[config.mk]
export PLATFORM = sky130hd
export DESIGN_NAME = seven_seg_scanner
export DESIGN_NICKNAME = d
export VERILOG_FILES = /design/src/rtl/seven_seg_scanner.sv
export SDC_FILE = /design/constraint.sdc
export NUM_CORES = 1
export LEC_CHECK = 0
export BUFFER_PORTS_ARGS = -buffer_cell sky130_fd_sc_hd__clkbuf_2
export CORE_ASPECT_RATIO = 0.75
export CORE_UTILIZATION = 60
export DETAILED_ROUTE_END_ITERATION = 16
export GPL_TIMING_DRIVEN = 0
export PLACE_DENSITY = 0.93
export SKIP_CTS_REPAIR_TIMING = 1
export SYNTH_ARGS = -nofsm -noshare
export SYNTH_HDL_FRONTEND = slang
export SYNTH_SLANG_ARGS = --single-unit
[constraint.sdc]
create_clock -name clk -period 3.65 [get_ports clk]
set_input_delay 0.1825 -clock clk [delete_from_list [all_inputs] [get_ports clk]]
set_output_delay 0.1825 -clock clk [all_outputs]
set_load 0.05 [all_outputs]
[src/rtl/seven_seg_scanner.sv]
// Time-multiplexed N-digit 7-segment driver with a per-frame input snapshot,
// leading-zero blanking, a dash for codes A-F and configurable polarity.
module seven_seg_scanner #(
  parameter int unsigned N_DIGITS         = 4,
  parameter int unsigned SCAN_DIV         = 50000,
  parameter bit          ANODE_ACTIVE_LOW = 1'b1,
  parameter bit          SEG_ACTIVE_LOW   = 1'b0
) (
  input  logic                    clk,
  input  logic                    reset,
  input  logic                    enable,
  input  logic [4*N_DIGITS-1:0]   digits,
  input  logic [N_DIGITS-1:0]     dp_in,
  input  logic                    blank_lz,
  output logic [6:0]              segments,
  output logic                    dp,
  output logic [N_DIGITS-1:0]     anodes,
  output logic                    frame_start
);

  localparam int unsigned PW = (SCAN_DIV > 1) ? $clog2(SCAN_DIV) : 1;
  localparam int unsigned IW = (N_DIGITS > 1) ? $clog2(N_DIGITS) : 1;
  localparam logic [PW-1:0]       PMAX    = PW'(SCAN_DIV - 1);
  localparam logic [IW-1:0]       IMAX    = IW'(N_DIGITS - 1);
  localparam logic [6:0]          SEG_INV = SEG_ACTIVE_LOW ? 7'h7F : 7'h00;
  localparam logic                DP_INV  = 1'(SEG_ACTIVE_LOW);
  localparam logic [N_DIGITS-1:0] AN_INV  = ANODE_ACTIVE_LOW ? {N_DIGITS{1'b1}} : {N_DIGITS{1'b0}};

  logic [PW-1:0]           presc_q, presc_d;
  logic [IW-1:0]           idx_q, idx_d;
  logic [4*N_DIGITS-1:0]   sh_dig_q, sh_dig_d;
  logic [N_DIGITS-1:0]     sh_dp_q, sh_dp_d;
  logic                    sh_blz_q, sh_blz_d;
  logic [6:0]              seg_q, seg_d;
  logic                    dp_q, dp_d;
  logic [N_DIGITS-1:0]     an_q, an_d;
  logic                    fs_q, fs_d;

  logic                    tick_c;
  logic [3:0]              cur_dig_c;
  logic                    cur_dp_c;
  logic [N_DIGITS:0]       zero_above_c;
  logic                    blank_c;
  logic [N_DIGITS-1:0]     an_oh_c;

  function automatic logic [6:0] bcd_to_seg(input logic [3:0] v);
    logic [6:0] s;
    case (v)
      4'd0:    s = 7'b1111110;
      4'd1:    s = 7'b0110000;
      4'd2:    s = 7'b1101101;
      4'd3:    s = 7'b1111001;
      4'd4:    s = 7'b0110011;
      4'd5:    s = 7'b1011011;
      4'd6:    s = 7'b1011111;
      4'd7:    s = 7'b1110000;
      4'd8:    s = 7'b1111111;
      4'd9:    s = 7'b1111011;
      default: s = 7'b0000001;
    endcase
    return s;
  endfunction

  // Prescaler, digit index and frame snapshot
  always_comb begin
    tick_c   = (presc_q == PMAX);
    presc_d  = tick_c ? '0 : presc_q + PW'(1);
    idx_d    = idx_q;
    sh_dig_d = sh_dig_q;
    sh_dp_d  = sh_dp_q;
    sh_blz_d = sh_blz_q;
    fs_d     = 1'b0;
    if (tick_c) begin
      if (idx_q == IMAX) begin
        idx_d    = '0;
        sh_dig_d = digits;
        sh_dp_d  = dp_in;
        sh_blz_d = blank_lz;
        fs_d     = 1'b1;
      end else begin
        idx_d = idx_q + IW'(1);
      end
    end
  end

  // Decode of the digit currently selected by idx_q, including blanking
  always_comb begin
    cur_dig_c = 4'(sh_dig_q >> {idx_q, 2'b00});
    cur_dp_c  = 1'(sh_dp_q >> idx_q);
    an_oh_c   = N_DIGITS'(1) << idx_q;
    zero_above_c[N_DIGITS] = 1'b1;
    for (int i = N_DIGITS - 1; i >= 0; i--) begin
      zero_above_c[i] = zero_above_c[i+1] & (sh_dig_q[4*i +: 4] == 4'd0);
    end
    blank_c = sh_blz_q && (idx_q != '0) && zero_above_c[idx_q];

    seg_d = SEG_INV;
    dp_d  = DP_INV;
    an_d  = AN_INV;
    if (enable) begin
      seg_d = (blank_c ? 7'b0000000 : bcd_to_seg(cur_dig_c)) ^ SEG_INV;
      dp_d  = cur_dp_c ^ DP_INV;
      an_d  = an_oh_c ^ AN_INV;
    end
  end

  always_ff @(posedge clk or posedge reset) begin
    if (reset) begin
      presc_q  <= '0;
      idx_q    <= IMAX;
      sh_dig_q <= '0;
      sh_dp_q  <= '0;
      sh_blz_q <= 1'b0;
      seg_q    <= SEG_INV;
      dp_q     <= DP_INV;
      an_q     <= AN_INV;
      fs_q     <= 1'b0;
    end else begin
      presc_q  <= presc_d;
      idx_q    <= idx_d;
      sh_dig_q <= sh_dig_d;
      sh_dp_q  <= sh_dp_d;
      sh_blz_q <= sh_blz_d;
      seg_q    <= seg_d;
      dp_q     <= dp_d;
      an_q     <= an_d;
      fs_q     <= fs_d;
    end
  end

  assign segments    = seg_q;
  assign dp          = dp_q;
  assign anodes      = an_q;
  assign frame_start = fs_q;

endmodule

### Word level (Yosys, flattened, before mapping)

Memories as Yosys holds them, arrays and structs flattened.
Cells that the tools add are included.

* flip-flop bits (word level): 52
* memories kept: 1
* word-level logic and storage cells: 40
* memory bits (read-only): 112
* bits of input ports: 24
* output and inout port bits: 13

Memory list
* (name not given): depth 16, bits a word 7, read ports 1, clocked after memory_dff 0, write ports 0, line 48 `case (v)`

* eq/ne operators: 2
* shift-type cells: 3
* add/sub/neg operators: 2
* muxes and demuxes: 10
* magnitude comparators: 1
* reductions and logical operators: 8
* bitwise gates (word level): 4

Operators by type and width (count)
* 16-bit by 1-bit adder with 16-bit output, second input constant: 1
* 16-bit equality test, second input constant: 1
* 4-bit logical NOT: 4
* 16-bit two-way mux: 1
* 16-bit by 4-bit >> shifter with 4-bit output: 1
* 7-bit two-way mux: 2
* 2-bit by 4-bit < comparator with 1-bit output, second input constant: 1
* 1-bit two-way mux: 4
* 4-bit two-way mux: 1
* 4-bit NOT: 1
* 1-bit by 2-bit left shift with 4-bit output, first input constant: 1
* 4-bit by 2-bit >> shifter with 1-bit output: 1
* 1-bit AND: 3
* 2-bit by 1-bit adder with 2-bit output, second input constant: 1
* 1-bit binary-select mux with 2-bit select: 1
* 2-bit equality test, second input constant: 1
* 1-bit logical AND: 2
* 2-bit two-way mux: 1
* 2-bit AND reduction: 1
* 2-bit nonzero test: 1

### Longest topological paths before layout

* depth after elaboration: 9
* depth in mapped cells: 8
* depth with buffers taken out: 7

### Least setup slack after synthesis

OpenSTA, ideal clock, no wires.

* path type: register to register
* start: reg idx_q[0]
* end: reg seg_q[1] (netlist: segments[1])
* data required time: 3.563 ns
* setup slack: 1.377 ns
* library setup time: 0.087 ns
* period minus slack after synthesis: 2.273 ns
* buffers on the path: 1
* cell stages (with the launch flop): 8
* data arrival time: 2.187 ns
* path through: dfstp_2 buf_6 mux4_1 inv_1 ha_1 nor2_1 or3b_1 a211oi_2

* word-level cells in the longest chain between the ends: 5
* elaborated cells between the ends (all ways): 9
* those cells by class: 1 x shift; 4 x mux; 3 x reduce/logical; 1 x memory

RTL lines
* start: declaration: line 30 `logic [IW-1:0] idx_q, idx_d;`
* start signal: assignment: line 120 `idx_q <= idx_d;`
* branches (longest 3 deep; another with memory read 16 x 7 bit)
* 7-bit two-way mux *: line 101 `seg_d = (blank_c ? 7'b0000000 : bcd_to_seg(cur_dig_c)) ^ SEG_INV;`
* 7-bit two-way mux *: line 100 `if (enable) begin`
* named net seg_d[1]: line 34 `logic [6:0] seg_q, seg_d;`
* end signal: assignment: line 124 `seg_q <= seg_d;`
* end: declaration: line 34

Mark *: on every way through the listed nets, which the timed path passes. The select of a mux whose other input is x is not followed.
A chain may end at the register's enable or synchronous reset.

### Worst setup path in the final report

* start: reg idx_q[1]
* end: reg seg_q[4] (netlist: segments[4])

The elaborated chain is that of the path after synthesis.

==> metrics <==
Die Wd 75.8 um; Vias/cell 5.64; RePlAce Congestion 0.865; final setup vio count 0; clk_skew 0.00424 ns; Tot GR Track Use 0.253; crit path kind register to register; P&R area growth vs syn 15.0%; initial antenna violation count 0; Syn Std Cell Area 2450 um2; Peak VDD IR 0.000279 V; register area share after synthesis 0.534; core area 3780 um2; global-route wire length before repair 7.85 mm; Initial DRC Count 110; CP Max Fanout 7; die height 57.4 um; critical path required time 3.79 ns; Leak 0.00130 uW; average size of a mapped cell 12.4 um2; top cell type's share of synthesized area 0.469; antenna viol nets, final 0; Synth Flop Type dfrtp_1; CTS sink count 52; CTS H-tree lvls 2; pwr dens 364 nW/um2; Avg WL per Cell 15.8 um; I/O pin total 37; vias in the first global route 1,624; worst path bufs/invs 2; # nets final 276; Setup crit end kind register; Syn Inst Count 197; Max Cap Viol 0; final hold viol count 0; critical path's top delay family compound AO/OA/AOI/OAI gates; layout cells sized above 1 0.337; FILL cells 250; Power Total 1030 uW; register area 1310 um2; Non-Filler Cell Area, Final 2820 um2; die area 4350 um2; Hold Path Class input port to register; FMAX 400 MHz; clock tree from TritonCTS done; Post-synth EDFFs 0; Rel. slew slack 0.388; Post-synth ARST share 1.00; Syn Nets 231; Commonest cells post-synth dfrtp_1 (46), mux2_2 (21), nand2_1 (12); top cells by area, synth dfrtp_1 (47%), mux2_2 (9.6%), dfstp_2 (6.4%); placed inst area 2720 um2; drt drc 0; RSZ-0062 raised after global routing no; Final TNS setup 0 ns; crit-path max cell delay 0.73 ns; Detailed Routing Iterations Pass 1 4; Pins Over Slew Limit 0; final period utilization 0.686; total CTS buffers 5; worst setup margin 1.15 ns; detailed-route via count 1,663; Synth Register Bits 52; worst slew pin tran 0.913 ns; Tmin final 2.50 ns; CP most frequent cell a211oi_1; Detailed Place HPWL 3.45 mm; CP Launch Type register; post-synth cell types 41; clk_lat worst skew 0.30 ns; Critical R2R Launch idx_q[1]; cell taking the most area after synthesis dfrtp_1; CTS root buffer clkbuf_8; YS warnings 0; Initial Util 0.649; crit path launch idx_q[1]; Crit path arrival time 2.64 ns; # diodes 0; overall routed net length 4.67 mm; total grt overflow 0; footprint of the multi-input gates 1080 um2; most common cell in the netlist dfrtp_1; largest net degree at the start of global routing 38; Clock transition at path regs 0.08 ns; CP cell instances clkbuf_1 -> inv_1 -> ha_1 -> nand3b_1 -> a211oi_1 -> a211oi_1; Core Rows 19; outcome completed; worst-case clock buffer depth 2; slowest CP cell a211oi_1; HP Start enable; post-place setup slack 1.20 ns; port bufs 36
==> layout by cell type (no fill, tap or decap), types with 6 or more instances in the layout <==
| cell type | count |
|---|---|
| nand2_1 | 12 |
| xor2_1 | 6 |
| dfstp_2 | 6 |
| a21oi_1 | 6 |
| clkbuf_8 | 6 |
| clkbuf_2 | 36 |
| inv_1 | 7 |
| mux2_2 | 21 |
| ha_1 | 10 |
| dfrtp_1 | 46 |
| nor2_1 | 11 |
==> kinds of logic (layout without fill, tap and decap cells) <==
kind of cell | count (synthesis) | after routing | synth area share
and+or+nand+nor | 65 | 65 | 0.151
AOI/OAI and AO/OA | 19 | 19 | 0.0500
DFF | 52 | 52 | 0.534
adders and majority gates | 10 | 10 | 0.0510
muxes | 27 | 27 | 0.151
xor gates and xnor gates | 11 | 11 | 0.0393
buffers and inverters | 13 | 59 | 0.0240
==> path summary, 6_finish.rpt <==
path                               endpoint  slack, ns  depth (start not counted)
worst max-delay path            segments[4]       1.15                          6
worst max register to register  segments[4]       1.15                          6
max in group asynchronous          idx_q[0]       2.74                          4
worst min register to register  presc_q[15]       0.48                          1
min in group asynchronous       sh_dig_q[8]       0.37                          3
worst min-delay path              anodes[1]       0.08                          2
==> final cells by class <==
cell class / count / area share
flip-flops and latches: 52 / 0.464
multi-input cells: 132 / 0.385
repair buffers: 38 / 0.0745
clock buffers: 6 / 0.0293
well taps: 52 / 0.0231
inverters: 8 / 0.0106
plain buffers: 5 / 0.0102
clock inverters: 2 / 0.00355
==> state kept, by name, indices dropped and copies added (netlist names) <==
| register | cells |
|---|---|
| sh_blz_q | 1 |
| sh_dig_q | 16 |
| presc_q | 16 |
| idx_q | 2 |
| sh_dp_q | 4 |
| dp | 1 |
| segments | 7 |
| frame_start | 1 |
| anodes | 4 |
==> per-stage QoR <==
step	std cells	hold slack, ns	utilization
floorplan	197	0.222	-
global placement	285	0.387	0.714
detailed placement	286	0.144	0.719
CTS	294	-0.182	0.743
global route	295	0.0770	0.746
finish	295	0.0772	0.746
==> routing by layer <==
| layer | up-vias | GRT usage | share of wire |
|---|---|---|---|
| met2 | 57 | 0.362 | 0.46 |
| li1 | 799 | - | - |
| met5 | - | 0 | 0 |
| met1 | 803 | 0.375 | 0.47 |
| met3 | 4 | 0.0583 | 0.056 |
| met4 | 0 | 0.0979 | 0.013 |
==> power by group <==
part / total [uW] / switching, uW / internal [uW]
Clock: 327 / 176 / 151
Combinational: 94.7 / 57.7 / 37.0
Sequential: 606 / 11.5 / 594
Note: power is estimated with default switching activity, not from simulation.
